File: config.mk
export PLATFORM = sky130hd
export DESIGN_NAME = serial_subtractor_flat
export DESIGN_NICKNAME = d
export VERILOG_FILES = /design/src/rtl/arith_pkg.sv /design/src/rtl/serial_subtractor_if.sv /design/src/rtl/full_subtractor_bit.sv /design/src/rtl/serial_subtractor.sv /design/src/flat_wrapper.sv
export SDC_FILE = /design/constraint.sdc
export NUM_CORES = 1
export LEC_CHECK = 0
export BUFFER_PORTS_ARGS = -buffer_cell sky130_fd_sc_hd__buf_2
export CELL_PAD_IN_SITES_DETAIL_PLACEMENT = 1
export CELL_PAD_IN_SITES_GLOBAL_PLACEMENT = 2
export CORE_ASPECT_RATIO = 0.8
export CORE_MARGIN = 1.5
export CORE_UTILIZATION = 28
export DETAILED_ROUTE_END_ITERATION = 10
export MAX_ROUTING_LAYER = met4
export PLACE_DENSITY_LB_ADDON = 0.1
export RECOVER_POWER = 100
export SETUP_SLACK_MARGIN = 0.5
export SYNTH_ARGS = -nofsm -noshare
export SYNTH_HDL_FRONTEND = slang
export SYNTH_SLANG_ARGS = --single-unit
File: constraint.sdc
create_clock -name clk -period 1.3 [get_ports clk]
set_input_delay 0.26 -clock clk [delete_from_list [all_inputs] [get_ports clk]]
set_output_delay 0.26 -clock clk [all_outputs]
set_load 0.1 [all_outputs]
File: src/rtl/arith_pkg.sv
// ---------------------------------------------------------------------------
// arith_pkg
// Shared types and helpers for the bit-serial arithmetic blocks.
//   state_t   : serial-engine FSM states (IDLE / RUN / DONE)
//   cnt_width : width of a bit counter that has to reach n-1 (at least 1)
// ---------------------------------------------------------------------------
package arith_pkg;

  typedef enum logic [1:0] {
    IDLE = 2'd0,
    RUN  = 2'd1,
    DONE = 2'd2
  } state_t;

  // A 1- or 2-bit operand still needs a 1-bit counter; $clog2 would return 0 for n=1.
  function automatic int cnt_width(input int n);
    return (n <= 2) ? 1 : $clog2(n);
  endfunction

endpackage

File: src/rtl/serial_subtractor_if.sv
// ---------------------------------------------------------------------------
// serial_subtractor_if
// Operand and result handshake bundle for serial_subtractor.
//   master : producer/consumer side (drives operands, output_ready)
//   slave  : subtractor side (drives input_ready and the result)
// Parameter N : operand/result width.
// ---------------------------------------------------------------------------
interface serial_subtractor_if #(
  parameter int N = 8
);
  logic         input_valid;
  logic         input_ready;
  logic [N-1:0] input_a;
  logic [N-1:0] input_b;
  logic         input_borrow;
  logic         output_valid;
  logic         output_ready;
  logic [N-1:0] output_diff;
  logic         output_borrow;
  logic         output_overflow;

  modport master (
    output input_valid, input_a, input_b, input_borrow, output_ready,
    input  input_ready, output_valid, output_diff, output_borrow, output_overflow
  );

  modport slave (
    input  input_valid, input_a, input_b, input_borrow, output_ready,
    output input_ready, output_valid, output_diff, output_borrow, output_overflow
  );
endinterface

File: src/rtl/full_subtractor_bit.sv
// ---------------------------------------------------------------------------
// full_subtractor_bit
// Combinational 1-bit full subtractor cell: computes a - b - borrow_i.
//   a_i, b_i   : operand bits
//   borrow_i   : borrow in
//   diff_o     : difference bit
//   borrow_o   : borrow out
// ---------------------------------------------------------------------------
module full_subtractor_bit (
  input  logic a_i,
  input  logic b_i,
  input  logic borrow_i,
  output logic diff_o,
  output logic borrow_o
);
  assign diff_o   = a_i ^ b_i ^ borrow_i;
  // Borrow when b exceeds a outright, or when they are equal and a borrow is pending.
  assign borrow_o = (~a_i & b_i) | (~(a_i ^ b_i) & borrow_i);
endmodule

File: src/rtl/serial_subtractor.sv
// ---------------------------------------------------------------------------
// serial_subtractor
// Bit-serial N-bit two's-complement subtractor: diff = a - b - borrow_in,
// one bit per clock (LSB first) through a single full_subtractor_bit cell.
// One result every N+2 cycles when the consumer keeps output_ready high.
//
// Ports
//   clk : clock, rising edge
//   rst : synchronous, active-high reset
//   bus : serial_subtractor_if.slave (operand and result handshakes)
// Parameter
//   N   : operand/result width (>= 1)
// Build option
//   SERIAL_SUBTRACTOR_OVERFLOW_EN : when defined, operand sign bits are
//   captured at accept and output_overflow reports signed overflow;
//   otherwise output_overflow is tied low.
// ---------------------------------------------------------------------------
module serial_subtractor
  import arith_pkg::*;
#(
  parameter int N = 8
) (
  input logic           clk,
  input logic           rst,
  serial_subtractor_if.slave bus
);

  localparam int             CW   = cnt_width(N);
  localparam logic [CW-1:0] LAST = CW'(N - 1);

  state_t        state_q;
  logic [N-1:0]  a_q;
  logic [N-1:0]  b_q;
  logic [N-1:0]  res_q;
  logic          br_q;
  logic [CW-1:0] cnt_q;
  logic          valid_q;
  logic          ready_q;

  logic          cell_diff;
  logic          cell_borrow;
  logic [N:0]    res_cat;

  full_subtractor_bit u_cell (
    .a_i      (a_q[0]),
    .b_i      (b_q[0]),
    .borrow_i (br_q),
    .diff_o   (cell_diff),
    .borrow_o (cell_borrow)
  );

  // New difference bit enters at the MSB; after N shifts bit 0 sits at the LSB.
  // Building it as a concatenation keeps the slice legal for N=1.
  assign res_cat = {cell_diff, res_q};

`ifdef SERIAL_SUBTRACTOR_OVERFLOW_EN
  logic a_sign_q;
  logic b_sign_q;
  logic ovf_q;
`endif

  // NOTE: all state updates use non-blocking assignments so every register
  // samples the pre-edge values of the others, independent of statement order.
  always_ff @(posedge clk) begin
    if (rst) begin
      state_q <= IDLE;
      a_q     <= '0;
      b_q     <= '0;
      res_q   <= '0;
      br_q    <= 1'b0;
      cnt_q   <= '0;
      valid_q <= 1'b0;
      ready_q <= 1'b1;
`ifdef SERIAL_SUBTRACTOR_OVERFLOW_EN
      a_sign_q <= 1'b0;
      b_sign_q <= 1'b0;
      ovf_q    <= 1'b0;
`endif
    end else begin
      case (state_q)
        IDLE: begin
          if (bus.input_valid) begin
            a_q     <= bus.input_a;
            b_q     <= bus.input_b;
            br_q    <= bus.input_borrow;
            cnt_q   <= '0;
            ready_q <= 1'b0;
            state_q <= RUN;
`ifdef SERIAL_SUBTRACTOR_OVERFLOW_EN
            a_sign_q <= bus.input_a[N-1];
            b_sign_q <= bus.input_b[N-1];
`endif
          end
        end

        RUN: begin
          a_q   <= a_q >> 1;
          b_q   <= b_q >> 1;
          br_q  <= cell_borrow;
          res_q <= res_cat[N:1];
          if (cnt_q == LAST) begin
            cnt_q   <= '0;
            valid_q <= 1'b1;
            state_q <= DONE;
`ifdef SERIAL_SUBTRACTOR_OVERFLOW_EN
            // cell_diff is the result MSB on the final bit.
            ovf_q <= (a_sign_q ^ b_sign_q) & (cell_diff ^ a_sign_q);
`endif
          end else begin
            cnt_q <= cnt_q + CW'(1);
          end
        end

        DONE: begin
          if (bus.output_ready) begin
            valid_q <= 1'b0;
            ready_q <= 1'b1;
            state_q <= IDLE;
          end
        end

        default: state_q <= IDLE;
      endcase
    end
  end

  // ready_q already reads 1 in the reset cycle of an idle engine; mask it so
  // no operand is offered acceptance while reset is asserted.
  assign bus.input_ready   = ready_q & ~rst;
  assign bus.output_valid  = valid_q;
  assign bus.output_diff   = res_q;
  assign bus.output_borrow = br_q;
`ifdef SERIAL_SUBTRACTOR_OVERFLOW_EN
  assign bus.output_overflow = ovf_q;
`else
  assign bus.output_overflow = 1'b0;
`endif

endmodule
File: src/flat_wrapper.sv
// flat-port wrapper written by rule: the top's interface ports become plain ports
module serial_subtractor_flat import arith_pkg::*;
#(
  parameter int N = 8
)
  (clk, rst, bus_input_valid, bus_input_a, bus_input_b, bus_input_borrow, bus_output_ready, bus_input_ready, bus_output_valid, bus_output_diff, bus_output_borrow, bus_output_overflow);
  serial_subtractor_if #(.N(N)) bus_i ();
  input logic clk;
  input logic rst;
  input wire logic [$bits(bus_i.input_valid)-1:0] bus_input_valid;
  input wire logic [$bits(bus_i.input_a)-1:0] bus_input_a;
  input wire logic [$bits(bus_i.input_b)-1:0] bus_input_b;
  input wire logic [$bits(bus_i.input_borrow)-1:0] bus_input_borrow;
  input wire logic [$bits(bus_i.output_ready)-1:0] bus_output_ready;
  output wire logic [$bits(bus_i.input_ready)-1:0] bus_input_ready;
  output wire logic [$bits(bus_i.output_valid)-1:0] bus_output_valid;
  output wire logic [$bits(bus_i.output_diff)-1:0] bus_output_diff;
  output wire logic [$bits(bus_i.output_borrow)-1:0] bus_output_borrow;
  output wire logic [$bits(bus_i.output_overflow)-1:0] bus_output_overflow;
  assign bus_i.input_valid = bus_input_valid;
  assign bus_i.input_a = bus_input_a;
  assign bus_i.input_b = bus_input_b;
  assign bus_i.input_borrow = bus_input_borrow;
  assign bus_i.output_ready = bus_output_ready;
  assign bus_input_ready = bus_i.input_ready;
  assign bus_output_valid = bus_i.output_valid;
  assign bus_output_diff = bus_i.output_diff;
  assign bus_output_borrow = bus_i.output_borrow;
  assign bus_output_overflow = bus_i.output_overflow;
  serial_subtractor #(.N(N)) u_core (.clk(clk), .rst(rst), .bus(bus_i));
endmodule
==> results.md, run 1 <==
Cells and area:
- The area of combinational cells with multiple inputs is 982 sq um.
- Measured on the finished design, the core utilization comes to 0.450.
- Of the cells placed in the final design, the portion with a size suffix greater than 1 is 0.546.
- The repair_antennas step left the layout with diodes totalling 0.
- The library cell used most frequently in the layout, excluding fill and tap cells, is sky130_fd_sc_hd__buf_4.
- At the end of the flow, the number of nets in the layout was 261.
- In the layout the commonest cells are sky130_fd_sc_hd__buf_4 (34), sky130_fd_sc_hd__buf_2 (20), sky130_fd_sc_hd__dfxtp_1 (18).
- The layout filler cell count is 601.
- The area added between synthesis and finish is 50.0%.
- Summing all flip-flop and latch instances after layout gives 688 sq um.

Critical path:
- STA classifies the critical path startpoint as a flip-flop.
- The register-to-register setup slack is 0.06 ns.
- STA classifies the critical path endpoint as a flip-flop.
- At the worst endpoint, the arrival time is 1.47 ns.
- Of all nets on the critical path, the largest fanout is 4.
- The worst setup path is of the flip-flop to flip-flop kind.
- The worst endpoint required time is 1.53 ns.

Power:
- The analysis attributes to cell leakage a power of 0.949 nW.
- VDD sags by at most 0.542 mV.
- The power density over the cells is 1070 nW/um^2.

Timing:
- Setup repair after global routing could not meet its margin everywhere.
- The setup-violating endpoint count in the final report is 0.
- The total count of max-transition violations in the final report was 0.
- The minimum period implied by the final worst setup slack is 1.24 ns.
- Of the available clock period, the critical path in the final layout requires 0.952.
- Adding up every negative setup slack in the final design gives 0 ns.
- The highest clock rate is 808 MHz.
- The count of final hold-check violations was 0.
- Clock skew on the completed layout was measured at 0.00913 ns.

Yosys:
- After synthesis, the cell types taking the most area are sky130_fd_sc_hd__dfxtp_1 (41%), sky130_fd_sc_hd__a21oi_1 (8.4%), sky130_fd_sc_hd__or3b_1 (7.9%), sky130_fd_sc_hd__nand2b_1 (5.3%), sky130_fd_sc_hd__nor2_1 (5.1%).
- The compound-gate portion of the synthesized area was 0.157.
- Of the synthesized area, sequential elements account for 0.415.
- Of the total synthesized cell area, the portion taken by AND, OR, NAND and NOR gates is 0.338.
- The adder and majority gate portion of the synthesized area is 0.0291.
- The post-synth net total is 207.
- The share of Yosys cell area claimed by the top area cell type is 0.415.
- The synthesized area divided by synthesized cell count is 8.44 sq um.
- In this run, synthesis produced a sequential element count of 32.
- The biggest area contributor in the post-synthesis netlist is sky130_fd_sc_hd__dfxtp_1.
- After synthesis, the largest family of logic cells by area is simple AND/OR/NAND/NOR gates.
- Synthesis produced a netlist whose cell count is 183.
- After synthesis, the share of cell area in mux cells is 0.
- The total of warnings raised by yosys is 0.
- Of the total synthesized cell area, the portion taken by XOR and XNOR cells is 0.
- The synthesized netlist contains 32 unique library cells.
- The mapped netlist covers 1550 sq um.

Clock network:
- TritonCTS built the clock tree.
- The later-pin clock latency in the skew report is 0.29 ns.
- In this run, CTS created clock tree buffers numbering 5.
- The clock drives 32 sinks.
- The maximum level of the CTS H-tree is 2.
- The maximum clock insertion buffer count is 2.
- Clock-pin slew was measured on the worst setup and hold paths at 0.08 ns.
- CTS placed an instance of sky130_fd_sc_hd__clkbuf_8 at the clock tree root.

Detailed routing:
- The count of TritonRoute iterations in the first routing pass is 2.
- In the final routing, the length of wire on met1 measures 2230 um.
- The via count is 1457.
- The initial DRC count is 16.
- Dividing the detail-routed via count by the number of cells gives 4.86.
- The post-route DRC violation count is 0.
- In this run the remaining antenna-violating nets after routing total 0.
- Wires add up to 4580 um.
- The highest metal layer used by the detailed router is met4.
- After detailed routing, the average wire length per cell comes to 15.3 um.
- Detailed routing placed a total of 2140 um of wire on met2.
- The routed length on met3 is 143 um.

Placement:
- The final weighted congestion of routability-driven global placement is 0.688.
- The port buffer count is 31.
- The HPWL after detailed placement is 2770 um.

Floorplanning:
- The initial cell density of the core is 0.300.
- The core box area is 5150 sq um.
- The die is 69.4 um tall.
- The top-level I/O count is 33.
- After floorplanning, the core was divided into 23 placement rows.
- The horizontal die dimension is 86.1 um.
- The die covers 5980 sq um.

Flow run:
- The tool flagged a number of max-cap violations equal to 0.

GRT:
- The aggregate global routing overflow is 0.
- The initial antenna violation count came to 0.
- The via count of the first global-routing pass is 1603.
- For this run, the total global-route usage over all layers was measured as 0.171.
- The first global-routing pass estimated 7720 um of wire.
- Entering global routing, the biggest net connects 21 pins.

Min path:
- The path class of the tightest hold or removal check is input pin to flip-flop.

Run status:
- The flow ran to the end, and the final reports show no timing, DRC or antenna violations.
-- cell families (layout without fill, tap and decap cells) --
logic type	Yosys count	after routing
AND/OR/NAND/NOR	91	91
AO/OA/AOI/OAI	38	38
flip-flops	32	32
buffers and inverters	18	73
adder cells (fa/ha/maj)	3	3
other	1	1
-- registers in the layout (all words and copies together) (netlist names) --
name,cells
u_core.a_q,8
u_core.b_q,8
u_core.bus.output_diff,8
u_core.cnt_q,3
u_core.state_q,2
u_core.bus.output_borrow,1
u_core.bus.output_valid,1
u_core.ready_q,1
-- through the flow --
step	hold WS, ns	cells	area, sq um	setup WS, ns	power [mW]
3_3_place_gp	0.464	273	2060	0.0339	1.58
4_1_cts	0.253	299	2440	0.0628	2.52
5_1_grt	0.276	300	2320	-0.00323	2.60
6_report	0.265	300	2320	0.0629	2.47
3_5_place_dp	0.482	273	2060	0.0193	1.60
2_1_floorplan	0.320	183	1690	0.00306	1.45
-- worst paths after layout --
check                          startpoint                      endpoint  cells after the start
max          u_core.cnt_q[1]$_SDFFE_PP0P_  u_core.cnt_q[0]$_SDFFE_PP0P_                      4
min                        bus_input_a[7]    u_core.a_q[7]$_SDFFE_PP0P_                      3
max reg2reg  u_core.cnt_q[1]$_SDFFE_PP0P_  u_core.cnt_q[0]$_SDFFE_PP0P_                      4
min reg2reg    u_core.a_q[7]$_SDFFE_PP0P_    u_core.a_q[7]$_SDFFE_PP0P_                      2
-- area by class of cell --
| type | instances | area share |
|---|---|---|
| inverter | 3 | 0.00594 |
| sequential | 32 | 0.297 |
| timing repair buffer | 62 | 0.200 |
| clock buffer | 6 | 0.0356 |
| multi-input combinational | 133 | 0.424 |
| clock inverter | 2 | 0.00432 |
| tap | 62 | 0.0335 |
-- repair_timing --
action	CTS	global route
buffers inserted	18	1
hold buffers	0	0
setup endpoints to repair	43	43
pin swaps	12	4
endpoints found under the hold margin	0	0
resized for setup	34	20
-- worst max-delay path: stages (launching register included) --
cell	delay (ns)
sky130_fd_sc_hd__dfxtp_1	0.35
sky130_fd_sc_hd__ha_4	0.17
sky130_fd_sc_hd__ha_4	0.18
sky130_fd_sc_hd__or3_1	0.36
sky130_fd_sc_hd__a21oi_2	0.12
-- per-layer routing --
layer  up-vias  GRT usage
met5         -          -
met4         0     0.0663
met3         8     0.0369
met2        28      0.262
met1       696      0.221
li1        725          -
-- cell usage after synthesis, drive strengths merged --
library cell and number:
nand2b 13, nand4bb 1, o21bai 2, conb 1, and2b 1, a2bb2oi 1, a211oi 2, dfxtp 32
a2111oi 1, inv 3, or3b 14, nor2 21, nor3 14, and3b 1, nor4bb 1, nand2 18
buf 9, or2b 4, o21ai 1, fa 1, o21ba 1, or3 1, clkbuf 6, nor2b 2
ha 2, a21oi 28, a22oi 1, a32oi 1
-- power by group --
part / internal (mW) / switching (mW) / leakage [nW]
sequential: 1.03 / 0.0398 / 0.272
clock: 0.422 / 0.390 / 0.0510
combinational: 0.270 / 0.319 / 0.626
total: 1.72 / 0.749 / 0.949
No activity file was read; power rests on OpenSTA's default activity.
==> run 2, diff against run 1 <==
- ABC_AREA: unset -> 1
- CORE_UTILIZATION: 28 -> 26
==> run 2 against run 1 <==
Net effect: first-iteration DRC count grew to 3.0 times the previous value; non-clock buffer count is 1 higher; global-route usage is 1.4 points lower; sequential power hardly changed; area after synthesis is 2.4% higher; count of clock-buffer cells in the layout is 1 lower; worst setup slack better by 0.023 ns; critical endpoint is now bus_input_ready; largest cell class unchanged; largest power group unchanged.
==> results.md, run 2 <==
Run status:
- The flow ran to the end, and the final reports show no timing, DRC or antenna violations.

Clock network:
- The maximum clock insertion buffer count was 2 (unchanged).
- The root buffer selected by CTS is sky130_fd_sc_hd__clkbuf_8.
- The later-pin clock latency in the skew report is 0.29 ns (about the same).
- TritonCTS built the clock tree.
- The maximum level of the CTS H-tree is 2 (unchanged).
- The number of buffers inserted during clock tree synthesis is 5 (unchanged).
- The clock transition at the register clock pins on the worst setup and hold paths after CTS is 0.07 ns (about the same).
- The count of clock tree sinks is 32 (unchanged).
- The post-cts hold buffer count is 0 (unchanged).

Critical path:
- The kind of end point of the critical path is an output pin.
- The highest net fanout along the worst path came to 2 (-2).
- The endpoint arrival time on the critical path is 0.95 ns (-0.52 ns).
- The length in cells of the worst reg-to-reg path is 7 (+3).
- The category of the worst setup path launch point is a flip-flop.
- The launching point of the worst reg2reg path is u_core.state_q[0]$_SDFFE_PP0P_.
- The worst endpoint required time came to 1.04 ns (-0.49 ns).
- The capture point of the worst reg-to-reg path is u_core.b_q[4]$_SDFFE_PP0P_.
- The register-to-register setup slack was 0.09 ns (+0.02 ns).
- By startpoint and endpoint, the worst setup path is classified as flip-flop to output pin.

Min path:
- The type of the tightest min-delay check is input pin to flip-flop.
- The worst hold path terminates at u_core.a_q[7]$_SDFFE_PP0P_.
- In this run the most critical hold path is launched from bus_input_a[7].
- The number of cells on the worst hold path is 3 (unchanged).

Floorplanning:
- The full die area was 6570 sq um (+9.9%).
- The top-level I/O count was 33 (unchanged).
- The overall die height is 72.8 um (+4.8%).
- The core box area is 5880 sq um (+14%).
- The number of cell rows is 25 (+8.7%).
- The initial cell density of the core is 0.269 (-0.0308).
- The horizontal die dimension came to 90.2 um (+4.9%).

Yosys:
- The synthesized flop and latch total came to 32 (unchanged).
- The synthesized area divided by synthesized cell count is 6.62 sq um (-22%).
- By count the netlist is led by sky130_fd_sc_hd__nand2_1 (72), sky130_fd_sc_hd__inv_1 (39), sky130_fd_sc_hd__nor2_1 (35).
- The share of flip-flops with an asynchronous set or reset is 0 (unchanged).
- After synthesis, the cell types taking the most area are sky130_fd_sc_hd__dfxtp_1 (40%), sky130_fd_sc_hd__nand2_1 (17%), sky130_fd_sc_hd__inv_1 (9.2%), sky130_fd_sc_hd__nor2_1 (8.3%), sky130_fd_sc_hd__a21oi_1 (6.6%).
- The number of enable-type register cells in the synthesized netlist is 0 (unchanged).
- sky130_fd_sc_hd__dfxtp_1 takes more of the synthesized area than any other cell.
- The share of Yosys cell area claimed by the top area cell type is 0.405 (-0.00983).
- The fraction of the yosys area taken by sequential cells is 0.405 (-0.00983).
- The summed instance area of the synthesized netlist is 1580 sq um (+2.4%).
- The post-synthesis cell count is 239 (+31%).
- The distinct cell type count of the synthesized netlist is 21 (-34%).
- The post-synth net total is 263 (+27%).
- The most common cell in the synthesized netlist is sky130_fd_sc_hd__nand2_1.
- In the synthesized netlist the dominant register cell turns out to be sky130_fd_sc_hd__dfxtp_1.
- The total of warnings raised by yosys is 0 (unchanged).

Flow run:
- The number of maximum-capacitance violations is 0 (unchanged).

GRT:
- The initial antenna violation count is 0 (unchanged).
- The largest net degree at the start of global routing is 25 (+19%).
- The aggregate global routing overflow is 0 (unchanged).
- The overall routing resource usage is 0.157 (-0.0139).
- The first-pass GRT wire length was 7710 um (-0.18%).
- The via count of the first global-routing pass came to 1641 (+2.4%).

Cells and area:
- The most common cell after layout, fill and taps aside is sky130_fd_sc_hd__nand2_1.
- The total number of nets in the final design was 322 (+23%).
- The number of diodes is 0 (unchanged).
- The library cells used most frequently in the layout, excluding fill and tap cells, are sky130_fd_sc_hd__nand2_1 (48), sky130_fd_sc_hd__inv_1 (34), sky130_fd_sc_hd__nor2_1 (31).
- The area added between synthesis and finish is 59.6%.
- The area of combinational cells with multiple inputs was 907 sq um (-7.6%).
- The final instance area is 2530 sq um (+9.0%).
- The layout filler cell count was 751 (+25%).
- The ratio of cells with drive above 1 in the final layout is 0.458 (-0.0880).
- The sequential cell area was 689 sq um (+0.18%).
- The final design utilization was 0.430 (-0.0205).
- The number of standard cells in the final layout excluding fillers is 380 (+27%).

Power:
- The cell-internal power is 1.78 mW (+3.5%).
- The net switching power of the design was 1.00 mW (+34%).
- The fraction of power spent switching nets is 0.361 (+0.0572).
- The portion of total power attributed to sequential cells is 0.396 (-0.036).
- The power density over the cells was 1100 nW/um^2 (+3.5%).
- The total power draw is 2.79 mW (+13%).
- The leakage component of the power came to 1.22 nW (+29%).
- The combinational power share came to 0.334 (+0.095).
- The clock group share of total power is 0.270 (-0.059).
- The peak ir drop on the vdd network is 0.410 mV (-24%).

Placement:
- The placement-stage cell area is 2080 sq um (+0.79%).
- The worst slack at placement came to 0.0803 ns (+0.0611 ns).
- The port buffer count is 31 (unchanged).
- The instance count after placement with tap cells included came to 343 (+26%).
- The final weighted congestion of routability-driven global placement is 0.668 (-2.8%).
- The HPWL after detailed placement came to 2600 um (-5.8%).

Detailed routing:
- The routed wire length per instance was 12.1 um (-21%).
- The post-route DRC violation count is 0 (unchanged).
- The average via count per standard cell came to 4.24 (-13%).
- The via count was 1612 (+11%).
- The wire length reported by the detailed router came to 4600 um (+0.46%).
- The initial DRC count is 48 (+32).
- The number of nets with antenna violations after routing is 0 (unchanged).
- The count of TritonRoute iterations in the first routing pass is 3 (+1).

Timing:
- The count of final hold-check violations is 0 (unchanged).
- The final worst hold slack is 0.244 ns (-0.0204 ns).
- The minimum period implied by the final worst setup slack is 1.21 ns (-0.0231 ns).
- The setup-violating endpoint count in the final report is 0 (unchanged).
- The setup slack of the critical path after layout came to 0.0860 ns (+0.0231 ns).
- The highest clock rate is 824 MHz (+1.9%).
- The sum of negative setup slack was 0 ns (unchanged).
- Setup repair after global routing could not meet its margin everywhere.
- The final clock skew is 0.00524 ns (-0.00390 ns).
- The total count of max-transition violations in the final report is 0 (unchanged).
- The final period utilization was 0.934 (-0.0178).
-- run 2: changes by cell type in the layout (fill, tap and decap cells not counted), moves of 6 or more --
cell                       change
sky130_fd_sc_hd__buf_6        +10
sky130_fd_sc_hd__or3b_1        -8
sky130_fd_sc_hd__nand2_4      +11
sky130_fd_sc_hd__o21ai_1       +6
sky130_fd_sc_hd__nand2b_1     -11
sky130_fd_sc_hd__inv_1        +33
sky130_fd_sc_hd__nand2_1      +37
sky130_fd_sc_hd__buf_4        -14
sky130_fd_sc_hd__nand2_2       +9
sky130_fd_sc_hd__nor2_1       +14
sky130_fd_sc_hd__or3b_4        -6
sky130_fd_sc_hd__nor3_1       -12
-- run 2: per-layer routing --
metal,track usage,wire [um],vias up
met5,-,0,-
met4,0.0582,65,0
met3,0.0354,147,8
met2,0.255,2120,24
met1,0.193,2270,752
li1,-,-,828
-- run 2: power by group through the flow --
| stage | sequential (mW) | clock (mW) | combinational (mW) |
|---|---|---|---|
| 2_1_floorplan | 1.30 | 0 | 0.375 |
| 3_3_place_gp | 1.15 | 0 | 0.737 |
| 3_5_place_dp | 1.15 | 0 | 0.737 |
| 4_1_cts | 1.12 | 0.790 | 0.980 |
| 5_1_grt | 1.11 | 0.823 | 1.01 |
| 6_report | 1.10 | 0.751 | 0.931 |
-- run 2: what timing repair did --
item,4_1_cts,5_1_grt
setup endpoints to repair,43,43
pin swaps,20,13
buffers inserted,24,1
gates resized for setup,41,38
cloned,4,0
-- run 2: how the worst max path moves through the flow --
stage                                        endpoint  depth (start not counted)                                   from
2_1_floorplan  u_core.bus.output_diff[7]$_SDFFE_PP0P_                          4  u_core.bus.output_borrow$_SDFFE_PP0P_
3_3_place_gp             u_core.cnt_q[1]$_SDFFE_PP0P_                          4         u_core.state_q[0]$_SDFFE_PP0P_
3_5_place_dp     u_core.bus.output_valid$_SDFFE_PP0P_                          4         u_core.state_q[0]$_SDFFE_PP0P_
4_1_cts                               bus_input_ready                          3            u_core.ready_q$_SDFFE_PP1P_
5_1_grt                    u_core.b_q[4]$_SDFFE_PP0P_                          7         u_core.state_q[0]$_SDFFE_PP0P_
6_report                              bus_input_ready                          3            u_core.ready_q$_SDFFE_PP1P_
-- run 2: layout make-up --
class | instances | share of cell area
Inverter | 41 | 0.0649
Sequential cell | 32 | 0.273
Timing Repair Buffer | 63 | 0.230
Tap cell | 81 | 0.0401
Clock buffer | 5 | 0.0272
Clock inverter | 3 | 0.00545
Multi-Input combinational cell | 155 | 0.359
-- run 2: cell families after synthesis --
group | synth area share
simple gates | 0.296
buf+inv | 0.156
compound gates | 0.113
flops | 0.405
fa+ha+maj | 0.0285
other cells | 0.00237
-- run 2: critical path: stages, from the launching register on --
cell and delay [ns]:
sky130_fd_sc_hd__dfxtp_2 0.33, sky130_fd_sc_hd__inv_2 0.04, sky130_fd_sc_hd__nor2_4 0.07, sky130_fd_sc_hd__buf_6 0.22
==> run 3, diff against run 2 <==
- CORE_UTILIZATION: 26 -> 31
- clock period: 1.3 -> 1.4 ns (I/O delays scaled with it)
==> run 3 against run 2 <==
Net effect: highest routed layer unchanged; register-to-register slack improved by 0.06 ns; die area is 16% lower; worst setup slack gained 0.016 ns; wire length rose by 2.1%; count of clock-buffer cells in the layout is 3 higher; power down 6.5%; critical path type unchanged; critical path depth unchanged; clock power decreased by 4.8%; non-clock buffer count up 1.
==> results.md, run 3 (same netlist as run 2, synthesis figures left out) <==
Detailed routing:
- The count of TritonRoute iterations in the first routing pass is 4 (+1).
- The number of nets with antenna violations after routing is 0 (unchanged).
- The post-route DRC violation count is 0 (unchanged).
- The average via count per standard cell is 4.45 (+5.0%).
- The wire length reported by the detailed router came to 4690 um (+2.1%).
- The routed wire length per instance is 12.9 um (+6.9%).
- The initial DRC count was 47 (-2.1%).
- The via count is 1617 (+0.31%).

Cells and area:
- The sequential cell area came to 691 sq um (+0.18%).
- The layout filler cell count is 624 (-17%).
- The area of combinational cells with multiple inputs is 907 sq um (unchanged).
- The number of diodes is 0 (unchanged).
- The final instance area is 2500 sq um (-0.99%).
- The number of standard cells in the final layout excluding fillers came to 363 (-4.5%).
- The ratio of cells with drive above 1 in the final layout is 0.462 (+0.00360).
- The total number of nets in the final design is 324 (+0.62%).
- Leaving out fill and tap cells, the most frequent cell in the layout is sky130_fd_sc_hd__nand2_1.
- The library cells used most frequently in the layout, excluding fill and tap cells, are sky130_fd_sc_hd__nand2_1 (53), sky130_fd_sc_hd__inv_1 (34), sky130_fd_sc_hd__nor2_1 (27).
- From synthesis to final layout, the design area changed by 58.0%.

Critical path:
- The capture point of the worst reg-to-reg path is u_core.b_q[5]$_SDFFE_PP0P_.
- Tracing the worst setup path back leads to its startpoint at u_core.ready_q$_SDFFE_PP1P_.
- The length in cells of the worst reg-to-reg path is 6 (-1).
- The worst setup path is of the flip-flop to output pin kind.
- The launching point of the worst reg2reg path is u_core.state_q[0]$_SDFFE_PP0P_.
- STA classifies the critical path startpoint as a flip-flop.
- STA classifies the critical path endpoint as an output pin.
- The register-to-register setup slack is 0.15 ns (+0.06 ns).
- The worst endpoint required time is 1.12 ns (+0.08 ns).
- The highest net fanout along the worst path is 2 (unchanged).
- The endpoint arrival time on the critical path is 1.02 ns (+0.07 ns).

Min path:
- The end point of the most critical hold path is u_core.b_q[7]$_SDFFE_PP0P_.
- The startpoint of the worst hold path is bus_input_b[7].
- The type of the tightest min-delay check is input pin to flip-flop.
- The number of cells on the worst hold path is 3 (unchanged).

Timing:
- The final clock skew was 0.00548 ns (+0.000248 ns).
- The worst path needs 1.30 ns of the cycle, external delays included.
- The count of final hold-check violations was 0 (unchanged).
- Setup repair after global routing could not meet its margin everywhere.
- The final period utilization is 0.927.
- The sum of negative setup slack is 0 ns (unchanged).
- The setup-violating endpoint count in the final report is 0 (unchanged).
- The final worst hold slack is 0.260 ns (+0.0153 ns).
- The highest clock rate is 771 MHz.
- The total count of max-transition violations in the final report came to 0 (unchanged).

Floorplanning:
- The overall die height is 66.9 um (-8.1%).
- The initial cell density of the core is 0.320 (+0.0506).
- The top-level I/O count is 33 (unchanged).
- The horizontal die dimension is 82.9 um (-8.1%).
- The full die area is 5550 sq um (-16%).
- The number of cell rows came to 23 (-8.0%).
- The core box area came to 4950 sq um (-16%).

Power:
- The power density over the cells came to 1040 nW/um^2 (-5.6%).
- The peak ir drop on the vdd network is 0.592 mV (+44%).
- The leakage component of the power is 1.20 nW (-1.7%).

Placement:
- The HPWL after detailed placement was 2480 um (-4.6%).
- The instance count after placement with tap cells included was 324 (-5.5%).
- The port buffer count is 31 (unchanged).
- The placement-stage cell area is 1890 sq um (-9.0%).
- The final weighted congestion of routability-driven global placement is 0.706 (+5.7%).

GRT:
- The initial antenna violation count is 0 (unchanged).
- The aggregate global routing overflow is 0 (unchanged).
- The largest net degree at the start of global routing came to 25 (unchanged).
- The via count of the first global-routing pass is 1641 (unchanged).
- The overall routing resource usage is 0.180 (+0.0231).
- The first-pass GRT wire length is 7590 um (-1.5%).

Clock network:
- The clock tree from TritonCTS is done.
- The count of clock tree sinks came to 32 (unchanged).
- The later-pin clock latency in the skew report is 0.29 ns (about the same).
- The post-cts hold buffer count was 0 (unchanged).
- The number of buffers inserted during clock tree synthesis was 5 (unchanged).
- The maximum level of the CTS H-tree is 2 (unchanged).
- The root buffer cell chosen for the clock tree is sky130_fd_sc_hd__clkbuf_8.
- The maximum clock insertion buffer count is 2 (unchanged).
- The clock transition at the register clock pins on the worst setup and hold paths after CTS came to 0.07 ns (about the same).

Flow run:
- The number of maximum-capacitance violations is 0 (unchanged).

Run status:
- The flow ran to the end, and the final reports show no timing, DRC or antenna violations.
[run 3: changes by cell type in the layout (fill, tap and decap cells not counted), sizes merged]
cell	before	now
clkinv	3	0
nand2	76	77
buf	62	51
clkbuf	6	21
[run 3: final cells by class]
| cell class | count | share of cell area |
|---|---|---|
| Multi-Input combinational cell | 156 | 0.363 |
| Inverter | 41 | 0.0665 |
| Clock buffer | 8 | 0.0320 |
| Tap cell | 62 | 0.0310 |
| Sequential cell | 32 | 0.276 |
| Timing Repair Buffer | 64 | 0.232 |
[run 3: worst max-delay path by stage]
stage                                                   endpoint
final                                            bus_input_ready
after global routing                             bus_input_ready
after CTS                                        bus_input_ready
after detailed placement            u_core.cnt_q[2]$_SDFFE_PP0P_
after global placement                u_core.b_q[5]$_SDFFE_PP0P_
after floorplan           u_core.bus.output_diff[7]$_SDFFE_PP0P_
[run 3: through the flow]
stage,utilization,worst slack (ns),total power [mW]
finish,0.505,0.102,2.60
floorplan,-,0.126,1.55
global route,0.505,0.0812,2.75
detailed placement,0.382,0.235,1.66
global placement,0.382,0.263,1.66
CTS,0.510,0.179,2.63
[run 3: repair_timing]
| action | in CTS | in global routing |
|---|---|---|
| setup endpoints to repair | 43 | 43 |
| setup buffers | 23 | 3 |
| pin swaps | 17 | 18 |
| resized for setup | 83 | 40 |
| gates cloned | 4 | 1 |
[run 3: report_power, final]
part | switching (mW) | leakage, nW | internal [mW]
logic | 0.536 | 0.887 | 0.331
registers | 0.0376 | 0.274 | 0.985
clock network | 0.361 | 0.0395 | 0.354
total | 0.935 | 1.20 | 1.67
[run 3: layer usage]
metal  part of all wire  global-route usage
met4              0.011              0.0500
met1               0.46               0.212
met2               0.49               0.315
met3              0.034              0.0409
met5                  0                   -
[run 3: critical path: stages (launching register included)]
cell                      delay [ns]
sky130_fd_sc_hd__dfxtp_2        0.34
sky130_fd_sc_hd__inv_2          0.04
sky130_fd_sc_hd__nor2_4         0.06
sky130_fd_sc_hd__buf_4          0.29
